**src/rtl/load_store_unit.sv**
```systemverilog
// load_store_unit
//   Memory-access stage of an in-order core. It takes one load or store from
//   the execute stage and issues a single word-aligned request to the data
//   memory. Stores retire when the memory answers. Loads pass through one
//   write-back cycle that carries the extracted and extended data. Illegal or
//   misaligned ops, and ops the memory never answers, raise err for one cycle.
//
//   Ports
//     clk, rst_n                  clock, asynchronous active-low reset
//     valid, is_load, is_store    op handshake from execute (load wins if both)
//     funct3, addr, wdata, rd     op width/sign, byte address, store data, dest
//     mem_req, mem_we, mem_addr,
//     mem_wdata, mem_wstrb        memory request, held stable during ACCESS
//     mem_ready, mem_rdata        memory response, looked at only in ACCESS
//     stall                       holds execute while an op is being taken/served
//     wb_valid, wb_rd, wb_data    load write-back, one cycle
//     err                         one-cycle pulse: illegal op or timeout
//
//   state  | meaning
//   -------+---------------------------------------------------------------
//   IDLE   | waiting for an op; an illegal op only pulses err
//   ACCESS | mem_req high; wait for mem_ready or the timeout count
//   DONE   | load data on wb_*, wb_valid high for this single cycle
module load_store_unit #(
    parameter int TIMEOUT = 16
) (
    input  logic        clk,
    input  logic        rst_n,
    input  logic        valid,
    input  logic        is_load,
    input  logic        is_store,
    input  logic [2:0]  funct3,
    input  logic [31:0] addr,
    input  logic [31:0] wdata,
    input  logic [4:0]  rd,
    output logic        mem_req,
    output logic        mem_we,
    output logic [31:0] mem_addr,
    output logic [31:0] mem_wdata,
    output logic [3:0]  mem_wstrb,
    input  logic        mem_ready,
    input  logic [31:0] mem_rdata,
    output logic        stall,
    output logic        wb_valid,
    output logic [4:0]  wb_rd,
    output logic [31:0] wb_data,
    output logic        err
);

    typedef enum logic [1:0] {
        IDLE   = 2'd0,
        ACCESS = 2'd1,
        DONE   = 2'd2
    } state_t;

    localparam logic [7:0] TIMEOUT_CNT = 8'(TIMEOUT);

    state_t      r_state;
    state_t      w_next;
    logic [7:0]  r_cnt;
    logic [31:0] r_mem_addr;
    logic [31:0] r_mem_wdata;
    logic [3:0]  r_mem_wstrb;
    logic        r_mem_we;
    logic [4:0]  r_rd;
    logic [2:0]  r_funct3;
    logic [1:0]  r_off;
    logic [31:0] r_wb_data;
    logic        r_err;

    logic        w_op;
    logic        w_illegal;
    logic        w_accept;
    logic        w_timeout;
    logic [7:0]  w_cnt_inc;
    logic [3:0]  w_strb;
    logic [31:0] w_wdata;
    logic [7:0]  w_byte;
    logic [15:0] w_half;
    logic [31:0] w_ld_data;

    assign w_op      = valid & (is_load | is_store);
    assign w_accept  = (r_state == IDLE) & w_op & ~w_illegal;
    assign w_cnt_inc = r_cnt + 8'd1;
    // mem_ready in the final counted cycle still completes the access.
    assign w_timeout = (r_state == ACCESS) & ~mem_ready & (w_cnt_inc == TIMEOUT_CNT);

    // is_load takes priority, so a "both high" op is checked as a load.
    always_comb begin
        w_illegal = 1'b0;
        if (is_load) begin
            if (funct3 == 3'b011 || funct3 == 3'b110 || funct3 == 3'b111)
                w_illegal = 1'b1;
        end else if (funct3 >= 3'b011) begin
            w_illegal = 1'b1;
        end
        if (funct3[1:0] == 2'b01 && addr[0])
            w_illegal = 1'b1;
        if (funct3 == 3'b010 && addr[1:0] != 2'b00)
            w_illegal = 1'b1;
    end

    // Store lanes: data is replicated so the strobes alone pick the bytes.
    always_comb begin
        w_strb  = 4'b0000;
        w_wdata = wdata;
        if (!is_load) begin
            case (funct3[1:0])
                2'b00: begin
                    w_strb  = 4'b0001 << addr[1:0];
                    w_wdata = {4{wdata[7:0]}};
                end
                2'b01: begin
                    w_strb  = addr[1] ? 4'b1100 : 4'b0011;
                    w_wdata = {2{wdata[15:0]}};
                end
                default: w_strb = 4'b1111;
            endcase
        end
    end

    always_comb begin
        case (r_off)
            2'd1:    w_byte = mem_rdata[15:8];
            2'd2:    w_byte = mem_rdata[23:16];
            2'd3:    w_byte = mem_rdata[31:24];
            default: w_byte = mem_rdata[7:0];
        endcase
        w_half = r_off[1] ? mem_rdata[31:16] : mem_rdata[15:0];
        case (r_funct3)
            3'b000:  w_ld_data = {{24{w_byte[7]}}, w_byte};
            3'b001:  w_ld_data = {{16{w_half[15]}}, w_half};
            3'b100:  w_ld_data = {24'd0, w_byte};
            3'b101:  w_ld_data = {16'd0, w_half};
            default: w_ld_data = mem_rdata;
        endcase
    end

    always_ff @(posedge clk or negedge rst_n) begin
        if (!rst_n)
            r_state <= IDLE;
        else
            r_state <= w_next;
    end

    always_comb begin
        w_next = r_state;
        case (r_state)
            IDLE: begin
                if (w_accept)
                    w_next = ACCESS;
            end
            ACCESS: begin
                if (mem_ready)
                    w_next = r_mem_we ? IDLE : DONE;
                else if (w_timeout)
                    w_next = IDLE;
            end
            DONE:    w_next = IDLE;
            default: w_next = IDLE;
        endcase
    end

    // stall is gated by rst_n so it reads 0 while reset is held even if an
    // op is being presented.
    always_comb begin
        mem_req  = (r_state == ACCESS);
        wb_valid = (r_state == DONE);
        stall    = rst_n & (((r_state == IDLE) & w_accept) | (r_state == ACCESS));
    end

    always_ff @(posedge clk or negedge rst_n) begin
        if (!rst_n) begin
            r_cnt       <= 8'd0;
            r_mem_addr  <= 32'd0;
            r_mem_wdata <= 32'd0;
            r_mem_wstrb <= 4'd0;
            r_mem_we    <= 1'b0;
            r_rd        <= 5'd0;
            r_funct3    <= 3'd0;
            r_off       <= 2'd0;
            r_wb_data   <= 32'd0;
            r_err       <= 1'b0;
        end else begin
            r_err <= ((r_state == IDLE) & w_op & w_illegal) | w_timeout;
            if (w_accept) begin
                r_cnt       <= 8'd0;
                r_mem_addr  <= {addr[31:2], 2'b00};
                r_mem_wdata <= w_wdata;
                r_mem_wstrb <= w_strb;
                r_mem_we    <= ~is_load;
                r_rd        <= rd;
                r_funct3    <= funct3;
                r_off       <= addr[1:0];
            end else if (r_state == ACCESS && !mem_ready) begin
                r_cnt <= w_cnt_inc;
            end
            if (r_state == ACCESS && mem_ready && !r_mem_we)
                r_wb_data <= w_ld_data;
        end
    end

    assign mem_addr  = r_mem_addr;
    assign mem_wdata = r_mem_wdata;
    assign mem_wstrb = r_mem_wstrb;
    assign mem_we    = r_mem_we;
    assign wb_rd     = r_rd;
    assign wb_data   = r_wb_data;
    assign err       = r_err;

endmodule
```
**config.mk**
```make
export PLATFORM = sky130hd
export DESIGN_NAME = load_store_unit
export DESIGN_NICKNAME = d
export VERILOG_FILES = /design/src/rtl/load_store_unit.sv
export SDC_FILE = /design/constraint.sdc
export NUM_CORES = 1
export LEC_CHECK = 0
export ABC_AREA = 1
export CELL_PAD_IN_SITES_DETAIL_PLACEMENT = 1
export CELL_PAD_IN_SITES_GLOBAL_PLACEMENT = 1
export CORE_UTILIZATION = 34
export CTS_CLUSTER_SIZE = 20
export DETAILED_ROUTE_END_ITERATION = 6
export PLACE_DENSITY = 0.85
export SYNTH_ARGS = -nofsm -noshare
export SYNTH_HDL_FRONTEND = slang
export SYNTH_SLANG_ARGS = --single-unit
```
**constraint.sdc**
```tcl
create_clock -name clk -period 2.87 [get_ports clk]
set_clock_uncertainty 0.1 [all_clocks]
set_input_delay 0.861 -clock clk [delete_from_list [all_inputs] [get_ports clk]]
set_output_delay 0.861 -clock clk [all_outputs]
set_load 0.01 [all_outputs]
```
Word level (Yosys, flattened, before mapping)
Index checks and enable logic that the tools add are counted. Widths: inputs -> output; s select.

Register bits: 120. Input port bits: 110. Word-level logic and storage cells: 79.

Shifts and indexed selects: 1. Bitwise gates (word level): 14. Order comparisons: 1. Equal/unequal tests: 16. Mux-type cells: 20. Reduce and logical (&&, ||, !) cells: 15. Add/subtract/negate cells: 1.

Operator list (number): $pmux 32 s4 (1); $pmux 32 s2 (1); $mux 32 (1); $pmux 8 s3 (1); $mux 16 (1); $mux 8 (2); $eq 3x3->1 const B (4); $add 8x1->8 const B (1); $and 1x1->1 (8); $eq 8x5->1 const B (1); $mux 2 (4); $mux 4 (2); $pmux 4 s2 (1); $eq 2x1->1 const B (3); $eq 2x2->1 const B (3); $eq 3x2->1 const B (2); $logic_and 1x1->1 (5); $mux 1 (5); $logic_not 2->1 (2); $pmux 2 s2 (1); $reduce_bool 2->1 (2); $shl 1x2->4 const A (1); $eq 3x1->1 const B (1); $ge 3x2->1 const B (1); other kinds (8) (14).

Depth between registers and ports, before layout
Word-level depth: 12. Mapped depth: 10. Gate-level depth less buffers: 10.

Least setup slack after synthesis
Ideal clock, no wire load.

Kind: input -> output. Start point: input addr[1]. End point: output stall. Stages on the path: 7. Arrival: 1565 ps. Path slack: 344 ps. Path through: nor2_1 > nand3_1 > nand2_1 > nand2_1 > nor2_2 > buf_4 > o21a_1.

Cells in the longest elaborated chain, start to end: 8.

Ends and longest elaborated chain: from (decl) (RTL line 33) `input logic [31:0] addr,`; $reduce_bool 2->1 (RTL line 99) `if (funct3 == 3'b010 && addr[1:0] != 2'b00)`; $logic_and 1x1->1 (RTL line 99); $mux 1 (RTL line 99); $not 1->1 (RTL line 83) `assign w_accept = (r_state == IDLE) & w_op & ~w_illegal;`; $and 1x1->1 (RTL line 83); $and 1x1->1 (RTL line 169) `stall = rst_n & (((r_state == IDLE) & w_accept) | (r_state == ACCESS));`; $or 1x1->1 (RTL line 169); $and 1x1->1 (RTL line 169); to (decl) (RTL line 43) `output logic stall,`.

No other way between the ends.

Worst setup path after layout
Start point: input funct3[2]. End point: output stall.

Cells in the longest elaborated chain, start to end: 12.

Ends and longest elaborated chain: from (decl) (RTL line 32) `input logic [2:0] funct3,`; parallel branches: the longest is 6 deep, another holds $ge 3x2->1; $mux 1 * (RTL line 99); $not 1->1 * (RTL line 83); $and 1x1->1 * (RTL line 83); $and 1x1->1 * (RTL line 169); $or 1x1->1 * (RTL line 169); $and 1x1->1 * (RTL line 169).

Mark *: on every way between the ends.

==> flow_summary.toml <==
[sta]
tightest_slew_ns = 0.700
report.final.slew_viol_count = 0
finalWorstPathRequiredPeriod_ns = 2.82
finalHoldViolations = 0
relSlewSlack = 0.534
hold_slack_ns = 0.370
fin_crit_sh = 0.982
fmax_mhz = 355
finalWorstSetupSlack_ns = 0.0525
setup_viol = 0

[floorplanning]
die_x_um = 133
ios = 220
num_rows = 47
start_util = 0.349
die_h_um = 133
dieArea_um2 = 17600
design.core.area_um2 = 16600

[routing]
wl_per_cell_um = 16.7
routed_wl_um = 20100
viasPerCell = 4.84
vias = 5840
drc = 0
antenna_left = 0
drt-initial-drc-count = 244
first_pass_iters = 4

[final_layout]
drive_gt1_frac = 0.0791
nNetsFinal = 1085
stdcell_count = 1207
area_growth_pct = 53.0

[synth]
synth-simple-area-share = 0.260
synth_adder_area_share = 0.00431
yosysWarnings = 0
synth_cell_type_count = 32
ys_seq_elements = 120
synthCells = 751
synthXorXnorAreaFrac = 0
netlist_area_um2 = 5810
synth_compound_area_frac = 0.131
synth-seq-area-share = 0.517
synth_top_family_by_area = "simple AND/OR/NAND/NOR gates"
synth_mux_area_frac = 0
syn_area_per_cell_um2 = 7.74

[clocking]
clk_latency_ns = 0.41
cts-hold-fix-buffers = 0
cts_tree = "built"
cts_buffers = 17
cts_root_buffer = "clkbuf_16"
clk_pin_slew_ns = 0.06
htree_num_levels = 4
cts.path.max_buffers = 2
clock-sinks = 120

[run_status]
status = "completed"

[job]
drv_cap = 0

[global_routing]
grt_max_degree = 121
first_global_vias = 6177
antenna_found_initial = 1
overflow = 0
grt_pass1_wl_um = 32800
grt_util_all_layers = 0.239

[place]
gp_congestion = 0.854
port_buffers = 217
hpwl_um = 14000
dpl_worst_slack_ns = -0.679
dp_cells = 1170

[worst_setup_path]
crit_path_end_kind = "output port"
slowest_delay_ns = 0.23
cp-start-kind = "input port"
critPathMaxFanout = 2
cp.arrival_ns = 1.86
crit_family = "buffers and inverters"
cp_slowest_cell = "clkdlybuf4s15_1"
path_cells = "clkdlybuf4s15_1, inv_1, o21ai_1, nand2_1, nand2_2, nor2_4, o21a_1, buf_2"
worst_ep_required_time_ns = 1.91
critPathBufInv = 3
critical_path_class = "in -> out"

[power_and_ir_drop]
power_w = 0.00767
p_per_area_nw_per_um2 = 862
leakage_nw = 4.28
vdd_drop_max_uv = 403

[hold_path]
hold_class = "reg -> reg"
[logic make-up (layout without fill, tap and decap cells)]
group                    count (synthesis)  in the layout
AND/OR/NAND/NOR                        377            377
AO/OA/AOI/OAI                          143            143
flip-flops                             120            120
buffers and inverters                  108            342
adder cells (fa/ha/maj)                  2              2
other                                    1              3
[routing by layer]
metal  share of wire  vias up  global-route usage
met5               0        -                   0
met3           0.053       36              0.0567
met1            0.44     2800               0.302
met2            0.48      171               0.391
met4           0.027        0              0.0996
li1                -     2833                   -
[cells in the mapped netlist (all sizes together)]
| cell | count | area, um^2 |
|---|---|---|
| nand2 | 310 | 1160 |
| o21ai | 85 | 425 |
| a21oi | 38 | 198 |
| ha | 2 | 25.0 |
| o211ai | 8 | 60.1 |
| nor2 | 21 | 98.8 |
| a21boi | 1 | 7.51 |
| clkinv | 1 | 3.75 |
| nand3 | 39 | 200 |
| clkbuf | 11 | 42.5 |
| nand4 | 3 | 18.8 |
| buf | 30 | 210 |
| or2 | 2 | 12.5 |
| conb | 1 | 3.75 |
| nand3b | 2 | 15.0 |
| o21bai | 1 | 7.51 |
| o22ai | 8 | 50.1 |
| inv | 66 | 250 |
| o21a | 1 | 7.51 |
| a21o | 1 | 7.51 |
| dfrtp | 120 | 3000 |
[placed cells by master (no fill, tap or decap), types with 2 or more instances in the layout]
master           synthesis  layout
dlygate4sd2_1            0       6
inv_1                   62      62
conb_1                   1       2
a21oi_1                 36      36
nor2_1                  17      15
buf_4                   17      23
nand2_1                310     309
o22ai_1                  8       8
a21oi_2                  2       2
o21ai_0                 75      74
or2_2                    2       2
clkdlybuf4s50_1          0     207
nor2_4                   2       3
ha_1                     2       2
buf_12                   0       4
dfrtp_1                120     120
clkinvlp_4               0       6
nand3_2                  1       2
nand3b_1                 2       2
nand3_1                 38      37
inv_6                    0       3
bufinv_16                0       4
nand4_1                  3       3
clkbuf_16                0      17
o211ai_1                 8       8
o21ai_1                 10      11
nor2_2                   2       3
inv_2                    3       3
[final cells by class]
type	count	area, um^2
Fill cell	1990	7750
Sequential cell	120	3000
Timing Repair Buffer	243	2400
Multi-Input combinational cell	524	2320
Clock buffer	18	439
Tap cell	220	275
Inverter	67	254
Clock inverter	14	196
Antenna cell	1	2.50
[sequential cells by signal (all words and copies together), names as in the netlist]
register,count
err,1
mem_addr,30
mem_wdata,32
mem_we,1
mem_wstrb,4
r_cnt,8
r_funct3,3
r_off,2
r_state,2
wb_data,32
wb_rd,5
[worst reg2reg max path, stage by stage, from the launching register on]
cell	delay, ns
dfrtp_1	0.45
inv_1	0.15
nand3_2	0.10
nor2_4	0.12
buf_4	0.11
buf_4	0.53
inv_2	0.17
buf_12	0.23
nand2_1	0.10
o21ai_0	0.10
[timing repair]
item                       4_1_cts  5_1_grt
setup buffers                    3        1
resized for setup               17        3
pin swaps                        8        4
setup endpoints to repair       49       13
[metrics by stage]
stage	TNS, ns	cell area [um^2]	util
finish	0	8890	0.534
global route	-0.00558	8890	0.534
CTS	0	8880	0.534
detailed placement	-35.40	8230	0.494
global placement	-28.80	8230	0.494
floorplan	0	5810	-
[where the power goes]
group | switching, W | internal [W] | leakage (nW) | total, W
combinational | 0.00132 | 0.00140 | 2.49 | 0.00273
sequential | 0.000380 | 0.00226 | 1.49 | 0.00264
clock | 0.000822 | 0.00148 | 0.292 | 0.00230
[final timing paths]
check                        startpoint       endpoint  slack [ns]  depth (start not counted)
max                           funct3[2]          stall        0.05                          8
min                        mem_addr[19]   mem_addr[19]        0.37                          2
max reg2reg                  r_state[1]  mem_wdata[19]        0.59                          9
min reg2reg                mem_addr[19]   mem_addr[19]        0.37                          2
max in group asynchronous         rst_n     wb_data[9]        1.65                          2
min in group asynchronous         rst_n  mem_wdata[25]        0.50                          2
Note: power is estimated with default switching activity, not from simulation.
